--- config.mk ---
export PLATFORM = sky130hd
export DESIGN_NAME = microwave_timer
export DESIGN_NICKNAME = d
export VERILOG_FILES = /design/src/rtl/microwave_pkg.sv /design/src/rtl/bcd_down_digit.sv /design/src/rtl/microwave_timer.sv
export SDC_FILE = /design/constraint.sdc
export NUM_CORES = 1
export LEC_CHECK = 0
export BUFFER_PORTS_ARGS = -buffer_cell sky130_fd_sc_hd__buf_2
export CORE_MARGIN = 4
export CORE_UTILIZATION = 55
export CTS_BUF_LIST = sky130_fd_sc_hd__clkbuf_4 sky130_fd_sc_hd__clkbuf_8
export CTS_CLUSTER_SIZE = 10
export DETAILED_ROUTE_END_ITERATION = 7
export PLACE_DENSITY = 0.78
export SETUP_SLACK_MARGIN = 0.5
export SKIP_LAST_GASP = 1
export SLEW_MARGIN = 20
export SYNTH_ARGS = -nofsm -noshare
export SYNTH_HDL_FRONTEND = slang
export SYNTH_SLANG_ARGS = --single-unit
--- constraint.sdc ---
create_clock -name clk -period 2.8 [get_ports clk]
set_input_delay 0.14 -clock clk [delete_from_list [all_inputs] [get_ports clk]]
set_output_delay 0.14 -clock clk [all_outputs]
set_load 0.005 [all_outputs]
--- src/rtl/microwave_pkg.sv ---
// rtl/microwave_pkg.sv - shared state encoding and BCD limits for the microwave countdown timer
package microwave_pkg;

    typedef enum logic [1:0] {
        ST_IDLE  = 2'd0,
        ST_RUN   = 2'd1,
        ST_PAUSE = 2'd2,
        ST_DONE  = 2'd3
    } timer_state_t;

    localparam logic [3:0] BCD_MAX      = 4'd9;
    localparam logic [3:0] SEC_TENS_MAX = 4'd5;

    function automatic logic is_bcd(input logic [3:0] digit);
        return digit <= BCD_MAX;
    endfunction

endpackage

--- src/rtl/bcd_down_digit.sv ---
// rtl/bcd_down_digit.sv - one decade of the BCD down-counter with wrap and borrow
module bcd_down_digit
    import microwave_pkg::*;
#(
    parameter logic [3:0] WRAP = BCD_MAX
) (
    input  logic [3:0] digit,
    input  logic       dec_en,
    output logic [3:0] next_digit,
    output logic       borrow_out
);

    always_comb begin
        next_digit = digit;
        borrow_out = 1'b0;
        if (dec_en) begin
            if (digit == 4'd0) begin
                next_digit = WRAP;
                borrow_out = 1'b1;
            end else begin
                next_digit = digit - 4'd1;
            end
        end
    end

endmodule

--- src/rtl/microwave_timer.sv ---
// rtl/microwave_timer.sv - keypad-loaded three-digit BCD countdown timer with pause and done pulse
module microwave_timer
    import microwave_pkg::*;
#(
    parameter int TICK_DIV = 100
) (
    input  logic       clk,
    input  logic       rst_n,
    input  logic       key_valid,
    input  logic [3:0] key_digit,
    input  logic       start,
    input  logic       pause,
    input  logic       clear,
    output logic [3:0] sec_ones,
    output logic [3:0] sec_tens,
    output logic [3:0] mins,
    output logic       running,
    output logic       zero,
    output logic       done
);

    localparam int              PW         = $clog2(TICK_DIV);
    localparam logic [PW-1:0]   PRESC_LAST = PW'(TICK_DIV - 1);

    timer_state_t  state;
    logic [PW-1:0] presc;

    logic [3:0] ones_nxt, tens_nxt, mins_nxt;
    logic       ones_borrow, tens_borrow, mins_borrow;
    logic       tick;
    logic       next_zero;

    assign tick = (state == ST_RUN) && (presc == PRESC_LAST);

    bcd_down_digit #(.WRAP(BCD_MAX)) u_ones (
        .digit      (sec_ones),
        .dec_en     (tick),
        .next_digit (ones_nxt),
        .borrow_out (ones_borrow)
    );

    bcd_down_digit #(.WRAP(SEC_TENS_MAX)) u_tens (
        .digit      (sec_tens),
        .dec_en     (ones_borrow),
        .next_digit (tens_nxt),
        .borrow_out (tens_borrow)
    );

    bcd_down_digit #(.WRAP(BCD_MAX)) u_mins (
        .digit      (mins),
        .dec_en     (tens_borrow),
        .next_digit (mins_nxt),
        .borrow_out (mins_borrow)
    );

    assign zero      = (sec_ones == 4'd0) && (sec_tens == 4'd0) && (mins == 4'd0);
    assign next_zero = (ones_nxt == 4'd0) && (tens_nxt == 4'd0) && (mins_nxt == 4'd0);

    always_ff @(posedge clk or negedge rst_n) begin
        if (!rst_n) begin
            state    <= ST_IDLE;
            presc    <= '0;
            sec_ones <= 4'd0;
            sec_tens <= 4'd0;
            mins     <= 4'd0;
            running  <= 1'b0;
            done     <= 1'b0;
        end else begin
            done <= 1'b0;
            if (clear) begin
                state    <= ST_IDLE;
                presc    <= '0;
                sec_ones <= 4'd0;
                sec_tens <= 4'd0;
                mins     <= 4'd0;
                running  <= 1'b0;
            end else begin
                case (state)
                    ST_IDLE: begin
                        if (pause) begin
                            state <= ST_IDLE;
                        end else if (start) begin
                            if (!zero) begin
                                state   <= ST_RUN;
                                running <= 1'b1;
                                presc   <= '0;
                            end
                        end else if (key_valid && is_bcd(key_digit)) begin
                            mins     <= sec_tens;
                            sec_tens <= sec_ones;
                            sec_ones <= key_digit;
                        end
                    end
                    ST_RUN: begin
                        // pause outranks a coincident tick: digits and prescaler both hold
                        if (pause) begin
                            state   <= ST_PAUSE;
                            running <= 1'b0;
                        end else if (tick) begin
                            presc <= '0;
                            // a borrow out of minutes would mean counting below 0:00; park at zero instead
                            if (next_zero || mins_borrow) begin
                                sec_ones <= 4'd0;
                                sec_tens <= 4'd0;
                                mins     <= 4'd0;
                                state    <= ST_DONE;
                                running  <= 1'b0;
                                done     <= 1'b1;
                            end else begin
                                sec_ones <= ones_nxt;
                                sec_tens <= tens_nxt;
                                mins     <= mins_nxt;
                            end
                        end else begin
                            presc <= presc + 1'b1;
                        end
                    end
                    ST_PAUSE: begin
                        if (!pause && start) begin
                            state   <= ST_RUN;
                            running <= 1'b1;
                        end
                    end
                    default: begin
                        state <= ST_DONE;
                    end
                endcase
            end
        end
    end

endmodule

### Yosys cells after proc, flatten, opt, wreduce, memory -nomap -nowiden

Index checks and enable logic that the tools add are counted.

| storage, ports and cells | value |
|---|---|
| flip-flop bits (word level) | 23 |
| input port bits | 10 |
| output and inout port bits | 15 |

| operators by class | value |
|---|---|
| $add $sub $neg | 4 |
| $lt $le $gt $ge | 1 |
| equal/unequal tests | 15 |
| muxes and demuxes | 66 |
| reductions and logical operators | 22 |

Operator list:

| cell | number |
|---|---|
| 2-to-1 mux 4 bit | 27 |
| 2-to-1 mux 7 bit | 6 |
| zero test 4 bit | 6 |
| != test 3 bit, second input constant | 8 |
| case mux 4 bit (2 select lines) | 3 |
| 2-to-1 mux 1 bit | 19 |
| 2-to-1 mux 2 bit | 8 |
| case mux 7 bit (2 select lines) | 1 |
| != test 4 bit, second input constant | 3 |
| subtractor 4 x 1 -> 4 bit, second input constant | 3 |
| AND reduction 5 bit | 2 |
| adder 7 x 1 -> 7 bit, second input constant | 1 |
| == test 7 bit, second input constant | 1 |
| logical AND 1 bit | 7 |
| AND reduction 7 bit | 1 |
| case mux 2 bit (3 select lines) | 1 |
| AND reduction 6 bit | 1 |
| less-or-equal comparator 4 bit, second input constant | 1 |
| != test 4 x 3 -> 1 bit, second input constant | 1 |
| nonzero test 4 bit | 1 |
| case mux 1 bit (3 select lines) | 1 |
| nonzero test 3 bit | 1 |
| == test 2 x 1 -> 1 bit, second input constant | 1 |
| == test 2 bit, second input constant | 1 |
| 3 further kinds | 3 |

### Longest topological paths before layout

Gate-level depths: netlist of run 1.

| logic depth | value |
|---|---|
| word-level depth | 13 |
| depth in mapped cells | 8 |

### By module

From an unflattened synthesis of run 1, not the netlist that was laid out.

| unflattened totals | value |
|---|---|
| cell total of the unflattened synthesis | 204 |
| area total of the unflattened synthesis | 1779.2 um2 |

By module, submodules not included:

| module | times used | cells an instance | area an instance (um2) | sequential area each (um2) |
|---|---|---|---|---|
| microwave_timer | 1 | 173 | 1562.7 | 575.6 |
| bcd_down_digit at u_mins ... | 2 | 11 | 78.8 | 0.0 |
| bcd_down_digit at u_tens | 1 | 9 | 58.8 | 0.0 |

### Worst setup path before layout of run 1

No wires, ideal clock.

| timing | value |
|---|---|
| path type | reg-to-reg |
| start point | reg presc[0] |
| end point | reg sec_tens[2] |
| arrival | 2.320 ns |
| data required time | 2.674 ns |
| path slack | 0.354 ns |
| cell stages (with the launch flop) | 8 |
| path buffers | 0 |
| period minus slack after synthesis | 2.446 ns |
| path through | dfrtp_1 -> ha_1 -> or4b_4 -> o21a_1 -> or4_4 -> o211ai_4 -> nor2b_2 -> a311o_1 |

| on the way | value |
|---|---|
| longest elaborated chain between the ends | 13 |

Ends and longest elaborated chain:

| item | RTL line | source |
|---|---|---|
| start, declared | microwave_timer.sv:26 | `logic [PW-1:0] presc;` |
| start signal, assigned | microwave_timer.sv:115 | `presc <= presc + 1'b1;` |
| == test 7 bit * | microwave_timer.sv:33 | `assign tick = (state == ST_RUN) && (presc == PRESC_LAST);` |
| logical AND 1 bit * | microwave_timer.sv:33 |  |
| 2-to-1 mux 1 bit | bcd_down_digit.sv:16 | `if (dec_en) begin` |
| 2-to-1 mux 1 bit / 2-to-1 mux 4 bit (equally long branches) | bcd_down_digit.sv:16 |  |
| 2-to-1 mux 4 bit / zero test 4 bit (equally long branches) | bcd_down_digit.sv:16, microwave_timer.sv:57 |  |
| zero test 4 bit / logical AND 1 bit (equally long branches) | microwave_timer.sv:57 | `assign next_zero = (ones_nxt == 4'd0) && (tens_nxt == 4'd0) && (mins_nxt == 4'd0);` |
| logical AND 1 bit | microwave_timer.sv:57 |  |
| logical OR 1 bit | microwave_timer.sv:102 | `if (next_zero \|\| mins_borrow) begin` |
| 2-to-1 mux 4 bit | microwave_timer.sv:102 |  |
| 2-to-1 mux 4 bit | microwave_timer.sv:99 | `end else if (tick) begin` |
| 2-to-1 mux 4 bit | microwave_timer.sv:96 | `if (pause) begin` |
| case mux 4 bit (2 select lines) | microwave_timer.sv:78 | `case (state)` |
| 2-to-1 mux 4 bit | microwave_timer.sv:70 | `if (clear) begin` |
| end signal, assigned | microwave_timer.sv:90 | `sec_tens <= sec_ones;` |
| end signal, assigned | microwave_timer.sv:111 | `sec_tens <= tens_nxt;` |
| end, declared | microwave_timer.sv:15 | `output logic [3:0] sec_tens,` |

Mark *: on every way between the ends. The rest lies on a longest branch, timed or not. The select of a mux whose other input is x is not followed.
A chain may end at the register's enable or synchronous reset.

### Worst setup path after layout of run 1

| timing | value |
|---|---|
| start point | reg presc[3] |
| end point | reg sec_tens[0] |

The elaborated chain is that of the path after synthesis.

==> results, run 1 <==
- The run finished with clean final reports.
- The detail-routed net length per standard cell is 17.8 µm.
- The worst min-delay path class is input pin to flip-flop.
- The post-detailed-route via-to-cell ratio is 6.63.
- In this run the static leakage power is 0.864 nW.
- The count of final max-slew check failures is 0.
- The die extent in y is 61.4 µm.
- The category of the worst setup path launch point is a flip-flop.
- Cell internal power was estimated by the tool at 0.484 mW.
- The post-route minimum period is 2400 ps.
- The delay of the slowest cell on the worst path is 570 ps.
- The critical path data arrival time is 2610 ps.
- After the first detailed-routing iteration, the DRC count stood at 163.
- The worst-case hold slack is 72.4 ps.
- The switching power as a share of total power is 32.4%.
- Setup repair after global routing could not meet its margin everywhere.
- The sequential cells in the finished layout cover a total of 579 µm².
- The master of the slowest instance on the critical path is or4b_4.
- At the worst endpoint, the required time is 3020 ps.
- The mapped netlist covers 0.00157 mm².
- Clock tree synthesis found a total of 23 sinks.
- The hold violation count in the final report is 0.
- The net count of the finished layout is 240.
- The clock network fraction of total power is 23.6%.
- The post-route standard cell area excluding fillers is 0.00196 mm².
- The critical path goes through or4b_4 -> o21a_1 -> or4_4 -> nor2_4 -> buf_4 -> o41ai_2 -> a21o_1.
- CTS placed an instance of clkbuf_4 at the clock tree root.
- The worst register-to-register path ends at sec_tens[0]$_DFFE_PN0P_.
- The die outline area is 0.00377 mm².
- The fraction of registers with async set/reset is 100%.
- The effective utilization at floorplan is 57.4%.
- The clock slew at the register clock pins of the worst setup and hold paths is 130 ps.
- The post-synthesis cell type count is 50.
- Detailed placement ended at an HPWL of 3090 µm.
- Combinational logic is responsible for 24.7% of the overall power.
- The post-route clock period utilization is 85.6%.
- The sum of met2 wire segment lengths after detailed routing is 2240 µm.
- Once detail routing completed, the nets flagged for antenna violations numbered 0.
- The number of cells traversed by the worst register-to-register path is 7.
- The via count of the first global-routing pass came to 1,654.
- The startpoint of the lowest-slack register-to-register path is presc[3]$_DFFE_PN0P_.
- The cell accounting for the most synthesized area is dfrtp_1.
- For this run, the detailed router's first-pass iteration total came to 4.
- The floorplan step defined a core boundary enclosing 0.00273 mm².
- By startpoint and endpoint, the worst setup path is classified as flip-flop to flip-flop.
- The filler cells instantiated in the layout total 195.
- For this block, wires on met1 add up to 1900 µm.
- The measured slew at the worst slew-check pin is 774 ps.
- Setup slack on the worst reg-to-reg path comes out at 400 ps.
- Adding up every negative setup slack in the final design gives 0 ps.
- For this run, design rule violations remaining after detail routing come to 0.
- The dominant register cell in the synthesized netlist is dfrtp_1.
- Setup violations remaining at the end of the flow were counted as 0.
- The number of cells produced by synthesis is 191.
- The maximum fanout along the worst path is 7.
- The number of placement rows is 19.
- Counting flops with a built-in enable in the synthesized netlist gives 0.
- The kind of end point of the critical path is a flip-flop.
- The total power draw is 0.715 mW.
- The leftover overflow at the end of global routing is 0.
- Across the VDD grid, the largest voltage drop is 348 µV.
- The clock tree from TritonCTS is yes.
- Ranked by total cell area, the synthesized netlist is headed by dfrtp_1 37%, nor2_1 6.0%, a21oi_1 3.8%.
- The total routed wirelength is 4610 µm.
- The proportion of netlist area held by the largest area contributor is 36.7%.
- The detailed router used layers up to and including met4.
- The origin of the worst min-delay path is key_digit[0].
- The power dissipated by switching net loads is 0.232 mW.
- The power per unit of standard cell area is 364 mW/mm².
- The detailed-route via count is 1,716.
- The count of pins on the block boundary is 25.
- Counting flops and latches in the post-synthesis netlist gives 23.
- The first global-routing pass estimated 7300 µm of wire.
- At the end of routability-driven placement, the weighted congestion stood at 0.882.
- The instance count along the most critical hold path is 3.
- Port buffering added 24 buffers.
- In this run the deepest clock path goes through 2 buffers.
- The number of antenna diodes is 0.
- The layout cell share with drive strength beyond 1 is 31.6%.
- The detailed route wirelength on metal3 is 319 µm.
- The later-pin clock latency in the skew report is 320 ps.
- Of the synthesized area, sequential elements account for 36.7%.
- Entering global routing, the biggest net connects 24 pins.
- CTS built an H-tree with a depth of 1.
- Max-cap violations in this run came to 0.
- In this run the cell area measured after placement is 0.00172 mm².
- In this run, flip-flops and latches consume 51.7% of the power.
- Across the routed clock network, the largest skew measured is 2.73 ps.
- The endpoint of the worst hold path is sec_ones[0]$_DFFE_PN0P_.
- Counting both buffers and inverters, the worst setup path holds a total of 1.
- The number of stages on the worst setup path is 7.
- The worst pin sits at a relative slew slack of 47.9%.
- The number of clock buffers inserted by TritonCTS is 3.
- The total routing usage reported by global routing is 25.8%.
- For this run, the number of Yosys warnings is 0.
- The number of antenna violations at the first check in global routing is 0.
- Compared with the post-synthesis result, the final layout area differs by 25.0%.
- The number of nets produced by synthesis is 202.
- In the final layout, the multi-input gates occupy 0.00102 mm².
- For this run, the share of the core covered by cells in the final layout is 71.8%.
- Among cell families on the critical path, the largest total delay comes from simple AND/OR/NAND/NOR gates.
- Dividing the synthesized area by the synthesized cell count gives 8.22 µm².
- The horizontal extent of the die is 61.4 µm.
- The achievable clock frequency is 0.417 GHz.
==> state kept, by name (all words and copies together) (netlist names) <==
signal    cells
mins          4
running       1
sec_ones      4
done          1
sec_tens      4
presc         7
state         2
==> worst max path at each step <==
stage	startpoint	to
after floorplan	presc[1]$_DFFE_PN0P_	sec_tens[2]$_DFFE_PN0P_
after global placement	presc[1]$_DFFE_PN0P_	sec_tens[2]$_DFFE_PN0P_
after detailed placement	presc[0]$_DFFE_PN0P_	sec_tens[2]$_DFFE_PN0P_
after CTS	presc[0]$_DFFE_PN0P_	sec_tens[2]$_DFFE_PN0P_
after global routing	presc[0]$_DFFE_PN0P_	sec_tens[0]$_DFFE_PN0P_
final	presc[3]$_DFFE_PN0P_	sec_tens[0]$_DFFE_PN0P_
==> through the flow <==
step,setup slack [ps],instances
2_1_floorplan,457,191
3_3_place_gp,376,240
3_5_place_dp,335,240
4_1_cts,460,249
5_1_grt,302,259
6_report,404,259
==> cell usage in the layout (no fill, tap or decap), drive strengths merged, types with 6 or more instances in the layout <==
cell type / Yosys / layout
o21ai: 8 / 8
nor3: 9 / 9
a21oi: 12 / 12
dfrtp: 23 / 23
inv: 6 / 6
nand3: 12 / 12
buf: 2 / 42
a31oi: 6 / 6
nand2: 16 / 16
nor2: 26 / 26
==> power by group through the flow <==
stage          Clock (mW)  Sequential (mW)  Combinational [mW]
2_1_floorplan           0            0.362               0.105
3_3_place_gp            0            0.371               0.143
3_5_place_dp            0            0.373               0.147
4_1_cts             0.172            0.367               0.150
5_1_grt             0.186            0.373               0.195
6_report            0.169            0.370               0.176
==> cells by family (layout without fill, tap and decap cells) <==
family	Yosys count	after routing	share of synthesized area (%)
simple gates	91	91	29.7
compound gates	54	54	24.4
flops	23	23	36.7
buf+inv	16	53	4.38
xor+xnor	3	3	2.15
mux	3	3	1.91
fa+ha+maj	1	1	0.797
==> final cells by class <==
cell class              instances  share of cell area, %
clock buffers                   4                   1.53
inverters                       6                   1.15
multi-input cells             152                   52.1
flip-flops and latches         23                   29.5
well taps                      31                   1.98
repair buffers                 43                   13.7
==> routing by layer <==
| layer | up-vias | GRT usage (%) |
|---|---|---|
| met2 | 78 | 43.1 |
| li1 | 790 | - |
| met4 | 0 | 11.8 |
| met5 | - | 0 |
| met1 | 830 | 32.9 |
| met3 | 18 | 3.98 |
==> what timing repair did <==
| item | CTS | global route |
|---|---|---|
| buffers inserted | 4 | 10 |
| hold buffers | 1 | 0 |
| hold endpoints to repair | 23 | 0 |
| pin swaps | 6 | 4 |
| gates resized for setup | 1 | 18 |
| setup endpoints to repair | 7 | 19 |
==> tightest hold or removal path, delay by kind of cell <==
| family | cells | cell delay [ps] |
|---|---|---|
| AO/OA/AOI/OAI | 1 | 100 |
| AND/OR/NAND/NOR | 1 | 40 |
| buffers and inverters | 1 | 80 |
==> cell usage after synthesis, types with 2 or more instances <==
cell and instances:
a21o_1 2, and3_1 2, dfrtp_1 23, mux2i_1 3, o21ai_0 6, xor2_1 2, clkbuf_1 8, nand3_1 12
and2_1 2, nand2b_1 4, nor4b_1 2, nand4_1 2, o21a_1 2, a211oi_1 2, nor4_1 5, o31ai_1 3
o21ai_1 2, o211ai_1 3, inv_1 6, nor2b_1 2, nor3_1 9, nor2_1 25, a41oi_1 2, o22ai_1 2
a32o_1 2, nand2_1 16, a21oi_1 12, o41ai_1 3, a31oi_1 6
Power figures use the tool's default switching activity.
==> run 2, diff against run 1 <==
--- a/config.mk
+++ b/config.mk
@@ -6,6 +6,7 @@
 export NUM_CORES = 1
 export LEC_CHECK = 0
 export BUFFER_PORTS_ARGS = -buffer_cell sky130_fd_sc_hd__buf_2
+export CORE_ASPECT_RATIO = 0.6
 export CORE_MARGIN = 4
 export CORE_UTILIZATION = 55
 export CTS_BUF_LIST = sky130_fd_sc_hd__clkbuf_4 sky130_fd_sc_hd__clkbuf_8
==> run 2 against run 1 <==
  * Clock skew increased by 1.8 ps
  * Utilization is 0.92 points higher
  * Register-to-register slack improved by 50 ps
  * Power is 5.3% higher
  * Clock-buffer cell count unchanged
  * Global-route usage is 0.60 points lower
  * Cell area fell by 3.3%
  * Wire length grew 1.2%
  * Non-clock buffer count is 4 lower
  * Critical path depth stayed put
  * First-iteration DRC count up 8.6%
==> results, run 2 (same netlist as run 1, synthesis figures left out) <==
- The run finished with clean final reports.
- The placeable core region is 0.00261 mm² (-4.5%).
- The clock tree from TritonCTS is yes.
- The die outline area was 0.00380 mm² (+0.75%).
- The critical path data arrival time is 2550 ps (-60 ps).
- The die extent in y was 49.4 µm (-20%).
- The signed area change from the synthesized netlist to the final layout is 20.9%.
- The largest clock skew in the final design is 4.57 ps (+1.84 ps).
- The layout filler cell count was 210 (+7.7%).
- The later-pin clock latency in the skew report came to 270 ps (-50 ps).
- The clock slew at the register clock pins of the worst setup and hold paths is 90 ps (-40 ps).
- The clock sink count is 23 (unchanged).
- The leakage power figure is 0.840 nW (-2.8%).
- The hold violation count in the final report was 0 (unchanged).
- The critical path goes through or4b_4 -> nor3_1 -> buf_4 -> or4_4 -> nor2_4 -> o41ai_1 -> a32o_1.
- The post-detailed-route via-to-cell ratio came to 6.68 (+0.88%).
- The post-route minimum period is 2340 ps (-53.3 ps).
- The number of endpoints failing setup at the final stage was 0 (unchanged).
- The number of antenna diodes is 0 (unchanged).
- The number of antenna violations at the first check in global routing is 0 (unchanged).
- The placer congestion estimate is 0.991 (+12%).
- The worst min-delay path class is input pin to flip-flop.
- The power per unit of standard cell area is 397 mW/mm² (+8.9%).
- The total half-perimeter wirelength after legalization and detailed placement was 3360 µm (+8.8%).
- The family of cells with the greatest summed delay on the critical path is simple AND/OR/NAND/NOR gates.
- The number of search-and-repair iterations in the first detailed-routing pass was 5 (+1).
- The number of clock buffers inserted by TritonCTS was 3 (unchanged).
- The count of final max-slew check failures is 0 (unchanged).
- The worst register-to-register path begins at presc[3]$_DFFE_PN0P_.
- On the critical path, the stage with the largest delay is an instance of or4b_4.
- The minimum setup slack among reg-to-reg paths is 460 ps (+50 ps).
- The measured slew at the worst slew-check pin came to 886 ps (+112 ps).
- The detail-routed net length per standard cell came to 18.2 µm (+2.4%).
- The post-route clock period utilization was 83.7% (-1.9 points).
- The total routing usage reported by global routing is 25.2% (-0.60 points).
- The via count of the first global-routing pass is 1,539 (-7.0%).
- The cell at the root of the clock tree is clkbuf_8.
- The library cell used most frequently in the layout, excluding fill and tap cells, is nor2_1.
- The leftover overflow at the end of global routing is 0 (unchanged).
- The class of the most critical setup path is flip-flop to flip-flop.
- The maximum number of pins on one net before global-route repair is 24 (unchanged).
- The achievable clock frequency is 0.427 GHz (+2.3%).
- The final net count came to 236 (-1.7%).
- The number of maximum-capacitance violations is 0 (unchanged).
- The final standard cell count with taps included and fillers excluded is 256 (-1.2%).
- The maximum vdd drop is 270 µV (-22%).
- The maximum fanout along the worst path was 7 (unchanged).
- The number of nets with antenna violations after routing is 0 (unchanged).
- The total negative slack for setup checks is 0 ps (unchanged).
- The count of pins on the block boundary is 25 (unchanged).
- The instance count along the most critical hold path was 3 (unchanged).
- The layout cell share with drive strength beyond 1 is 25.0% (-6.6 points).
- The buffer levels on the longest clock path came to 2 (unchanged).
- The count of H-tree levels built during CTS came to 1 (unchanged).
- The horizontal extent of the die came to 77.0 µm (+25%).
- The endpoint identified for the worst register-to-register timing path is sec_tens[3]$_DFFE_PN0P_.
- The worst setup path is launched from a flip-flop.
- The DRC marker count from the first detailed-route iteration is 177 (+8.6%).
- Setup repair after global routing could not meet its margin everywhere.
- The number of flip-flops under the largest register name was 7 (unchanged).
- The effective utilization at floorplan is 60.2% (+2.7 points).
- More flip-flops sit in one register than any other, and that register is presc.
- The detailed-route via count is 1,711 (-0.29%).
- The top cell types in the final layout, fill and taps aside, are 25 x nor2_1, 24 x buf_2, 23 x dfrtp_1, 16 x nand2_1, 13 x buf_4.
- The quantity of I/O buffers inserted on ports is 24 (unchanged).
- The total instance count after detailed placement is 243 (+1.3%).
- The required time of the critical path is 3010 ps (about the same).
- The total routed wirelength came to 4670 µm (+1.2%).
- The global-route wire length before repair is 7600 µm (+4.2%).
- The endpoint of the worst hold path is sec_ones[0]$_DFFE_PN0P_.
- The delay of the slowest cell on the worst path is 580 ps (about the same).
- The number of buffers and inverters on the critical path is 1 (unchanged).
- The worst setup path is captured at a flip-flop.
- The number of placement rows is 14 (-5).
- The startpoint identified for the worst hold timing path is key_digit[0].
- The remaining routing DRC violations came to 0 (unchanged).
- The relative slew slack was 40.4% (-7.5 points).
- The number of cells traversed by the worst register-to-register path is 7 (unchanged).
run 2: cell types whose count changed in the layout (fill, tap and decap cells not counted), sizes merged:
cell,previous run,this run
buf,42,38
run 2: where the power goes:
group | leakage, nW | switching (mW) | internal [mW]
Sequential | 0.314 | 0.0246 | 0.343
Clock | 0.0262 | 0.111 | 0.111
Combinational | 0.500 | 0.0991 | 0.0638
Total | 0.840 | 0.235 | 0.518
run 2: cell type report:
class	count	area, µm²	area share [%]
sequential	23	576	30.3
inverter	6	22.5	1.19
tap	32	40.0	2.11
clock buffer	4	48.8	2.57
timing repair buffer	39	239	12.6
multi-input combinational	152	972	51.2
run 2: per-stage QoR:
| stage | setup WS, ps | util, % | power, mW | hold WS [ps] | instance area, µm² |
|---|---|---|---|---|---|
| final | 457 | 72.7 | 0.753 | 95.4 | 1900 |
| after global routing | 351 | 72.7 | 0.790 | 121 | 1900 |
| after CTS | 463 | 70.9 | 0.745 | 100 | 1850 |
| after detailed placement | 288 | 66.5 | 0.522 | 148 | 1740 |
| after global placement | 379 | 66.5 | 0.518 | 143 | 1740 |
| after floorplan | 457 | - | 0.467 | -156 | 1580 |
run 2: repair_timing:
| item | 4_1_cts | 5_1_grt |
|---|---|---|
| hold buffers | 1 | 0 |
| setup buffers | 6 | 2 |
| resized for setup | 1 | 6 |
| pin swaps | 5 | 7 |
| setup endpoints to repair | 10 | 19 |
| endpoints found under the hold margin | 23 | 0 |
run 2: layer usage:
layer | vias up | global-route usage, % | part of all wire (%)
li1 | 778 | - | -
met1 | 817 | 38.0 | 44
met2 | 114 | 37.4 | 44
met3 | 2 | 6.64 | 12
met4 | 0 | 2.37 | 0.13
met5 | - | 0 | 0
run 2: worst max-delay path by stage:
stage,slack (ps),to,from,cells after the start
after floorplan,460,sec_tens[2]$_DFFE_PN0P_,presc[1]$_DFFE_PN0P_,7
after global placement,380,sec_tens[2]$_DFFE_PN0P_,presc[1]$_DFFE_PN0P_,7
after detailed placement,290,sec_tens[2]$_DFFE_PN0P_,presc[1]$_DFFE_PN0P_,7
after CTS,460,sec_tens[2]$_DFFE_PN0P_,presc[0]$_DFFE_PN0P_,7
after global routing,350,sec_tens[3]$_DFFE_PN0P_,presc[0]$_DFFE_PN0P_,8
final,460,sec_tens[3]$_DFFE_PN0P_,presc[3]$_DFFE_PN0P_,7
run 2: worst min-delay path, delay by kind of cell:
family	cells	cell delay, ps
buffers and inverters	1	70
AOI/OAI and AO/OA	1	70
and+or+nand+nor	1	40
==> run 3, diff against run 2 <==
--- a/config.mk
+++ b/config.mk
@@ -8,7 +8,7 @@
 export BUFFER_PORTS_ARGS = -buffer_cell sky130_fd_sc_hd__buf_2
 export CORE_ASPECT_RATIO = 0.6
 export CORE_MARGIN = 4
-export CORE_UTILIZATION = 55
+export CORE_UTILIZATION = 53
 export CTS_BUF_LIST = sky130_fd_sc_hd__clkbuf_4 sky130_fd_sc_hd__clkbuf_8
 export CTS_CLUSTER_SIZE = 10
 export DETAILED_ROUTE_END_ITERATION = 7
==> constraint.sdc (replaced) <==
create_clock -name clk -period 2.1 [get_ports clk]
set_input_delay 0.105 -clock clk [delete_from_list [all_inputs] [get_ports clk]]
set_output_delay 0.105 -clock clk [all_outputs]
set_load 0.005 [all_outputs]
==> run 3 against run 2 <==
  * The run now ends with design-rule violations, negative setup slack left
  * Setup slack got worse by 830 ps
  * Sequential share of layout area fell by 6.2 points
  * Via count rose by 30%
  * First-iteration DRC count rose to 2.8 times the previous value
  * Highest routed layer unchanged
  * Power up 55%
==> results, run 3 (same netlist as run 1, synthesis figures left out) <==
- The total negative slack for setup checks is -3310 ps (-3310 ps).
- The post-route standard cell area excluding fillers is 0.00239 mm² (+26%).
- The total half-perimeter wirelength after legalization and detailed placement is 4210 µm (+25%).
- The number of flip-flops under the largest register name is 7 (unchanged).
- The switching power as a share of total power is 34.8% (+3.6 points).
- The number of endpoints failing setup at the final stage is 19 (+19).
- The measured slew at the worst slew-check pin is 610 ps (-276 ps).
- The maximum fanout along the worst path is 5 (-2).
- The cell at the root of the clock tree is clkbuf_8.
- The checks that failed: design-rule violations, negative setup slack.
- The remaining routing DRC violations is 25 (+25).
- The total routing usage reported by global routing is 33.5% (+8.3 points).
- The least setup slack across all paths after layout is -373 ps (-830 ps).
- The hold violation count in the final report is 0 (unchanged).
- The run finished, with violations left.
- The number of maximum-capacitance violations is 0 (unchanged).
- Relative to the synthesized area, the layout overhead comes to 52.0%.
- The final net count is 271 (+15%).
- The clock network fraction of total power is 26.3% (-3.3 points).
- The placeable core region was 0.00266 mm² (+2.0%).
- The required time of the critical path is 2260 ps (-750 ps).
- The post-route minimum period is 2470 ps (+130 ps).
- The number of antenna violations at the first check in global routing was 0 (unchanged).
- The post-route clock period utilization is 118% (+34 points).
- The clock tree from TritonCTS is yes.
- The number of antenna diodes came to 0 (unchanged).
- The post-detailed-route via-to-cell ratio is 7.44 (+11%).
- In the layout the commonest cells are 41 x buf_4, 24 x nor2_1, 24 x buf_2, 22 x dfrtp_1, 15 x nand2_1.
- STA classifies the critical path endpoint as a flip-flop.
- The number of clock buffers inserted by TritonCTS came to 3 (unchanged).
- The maximum number of pins on one net before global-route repair came to 24 (unchanged).
- The leakage power figure is 1.07 nW (+27%).
- The largest clock skew in the final design was 7.22 ps (+2.64 ps).
- The number of nets with antenna violations after routing came to 0 (unchanged).
- The category of the worst setup path launch point is a flip-flop.
- The leftover overflow at the end of global routing is 0 (unchanged).
- The worst min-delay path class is input pin to flip-flop.
- The register bank with the most flops is presc.
- The detail-routed net length per standard cell is 26.4 µm (+45%).
- The internal power is 0.759 mW (+46%).
- The total routed wirelength is 7900 µm (+69%).
- The quantity of I/O buffers inserted on ports is 24 (unchanged).
- The layout cell share with drive strength beyond 1 was 45.9% (+21 points).
- The worst-case hold slack is 64.9 ps (-30.5 ps).
- The count of H-tree levels built during CTS is 1 (unchanged).
- Setup repair after global routing could not meet its margin everywhere.
- The total power draw is 1.17 mW (+55%).
- The area after detailed placement is 0.00208 mm² (+20%).
- The portion of total power attributed to combinational logic is 32.5% (+11 points).
- The critical path data arrival time is 2630 ps (+80 ps).
- The DRC marker count from the first detailed-route iteration is 487 (+180%).
- The utilization after layout is 89.7% (+17 points).
- The setup path with the least slack is of type flip-flop to flip-flop.
- The clock sink count is 23 (unchanged).
- The detailed-route via count is 2,224 (+30%).
- The minimum setup slack after placement is -309 ps (-597 ps).
- The placer congestion estimate was 0.967 (-2.4%).
- The achievable clock frequency is 0.404 GHz (-5.3%).
- The clock slew at the register clock pins of the worst setup and hold paths is 90 ps (about the same).
- The number of search-and-repair iterations in the first detailed-routing pass was 8 (+3).
- The power per unit of standard cell area is 488 mW/mm² (+23%).
- The via count of the first global-routing pass is 1,884 (+22%).
- The number of placement rows is 14 (unchanged).
- The horizontal extent of the die was 78.3 µm (+1.7%).
- The later-pin clock latency in the skew report was 280 ps (about the same).
- The die extent in y is 50.2 µm (+1.6%).
- The global-route wire length before repair is 10,100 µm (+32%).
- The relative slew slack is 58.9% (+19 points).
- The count of final max-slew check failures is 0 (unchanged).
- The effective utilization at floorplan is 59.0% (-1.2 points).
- The total instance count after detailed placement is 284 (+17%).
- Leaving out fill and tap cells, the most frequent cell in the layout is buf_4.
- The buffer levels on the longest clock path is 2 (unchanged).
- The maximum vdd drop was 592 µV (+120%).
- The final standard cell count with taps included and fillers excluded is 299 (+17%).
- The part of the total power dissipated in sequential elements was 41.2% (-7.6 points).
- The die outline area came to 0.00393 mm² (+3.3%).
- The count of pins on the block boundary is 25 (unchanged).
- The power dissipated by switching net loads is 0.406 mW (+73%).
[run 3: layout make-up]
| cell class | count | area (µm²) |
|---|---|---|
| multi-input cells | 152 | 1160 |
| flip-flops and latches | 23 | 577 |
| repair buffers | 74 | 528 |
| fillers | 101 | 275 |
| well taps | 40 | 50.0 |
| clock buffers | 4 | 48.8 |
| inverters | 6 | 22.5 |
[run 3: metal layers]
metal  GRT usage [%]  vias up  routed length [µm]
li1                -      848                   -
met1            47.0      983                2720
met5               0        -                   0
met4            8.14        0                 674
met3            10.5      110                1310
met2            51.0      283                3190
[run 3: worst paths after layout]
check	slack, ps	from	depth (start not counted)	to
setup / recovery	-370	presc[0]$_DFFE_PN0P_	7	sec_tens[2]$_DFFE_PN0P_
hold / removal	60	key_digit[0]	3	sec_ones[0]$_DFFE_PN0P_
setup reg to reg	-370	presc[0]$_DFFE_PN0P_	7	sec_tens[2]$_DFFE_PN0P_
hold reg to reg	540	running$_DFFE_PN0P_	1	running$_DFFE_PN0P_
max in group asynchronous	1340	rst_n	2	presc[3]$_DFFE_PN0P_
min in group asynchronous	360	rst_n	2	sec_tens[1]$_DFFE_PN0P_
[run 3: critical path, stage by stage, from the launching register on]
cell and delay, ps:
dfrtp_1 400, ha_4 150, or4b_4 470, o21a_1 200
or4_4 520, nor2_4 200, nor2_1 90, a311o_1 320
[run 3: power by group through the flow]
| stage | Sequential (mW) | Combinational, mW | Clock, mW |
|---|---|---|---|
| 6_report | 0.480 | 0.379 | 0.306 |
| 5_1_grt | 0.480 | 0.392 | 0.321 |
| 4_1_cts | 0.473 | 0.308 | 0.296 |
| 3_5_place_dp | 0.481 | 0.292 | 0 |
| 3_3_place_gp | 0.480 | 0.281 | 0 |
| 2_1_floorplan | 0.483 | 0.160 | 0 |
[run 3: what timing repair did]
action / CTS / global route
pin swaps: 13 / 14
setup buffers: 1 / 9
hold endpoints to repair: 23 / 0
endpoints found under the setup margin: 24 / 24
hold buffers: 1 / 0
resized for setup: 17 / 19
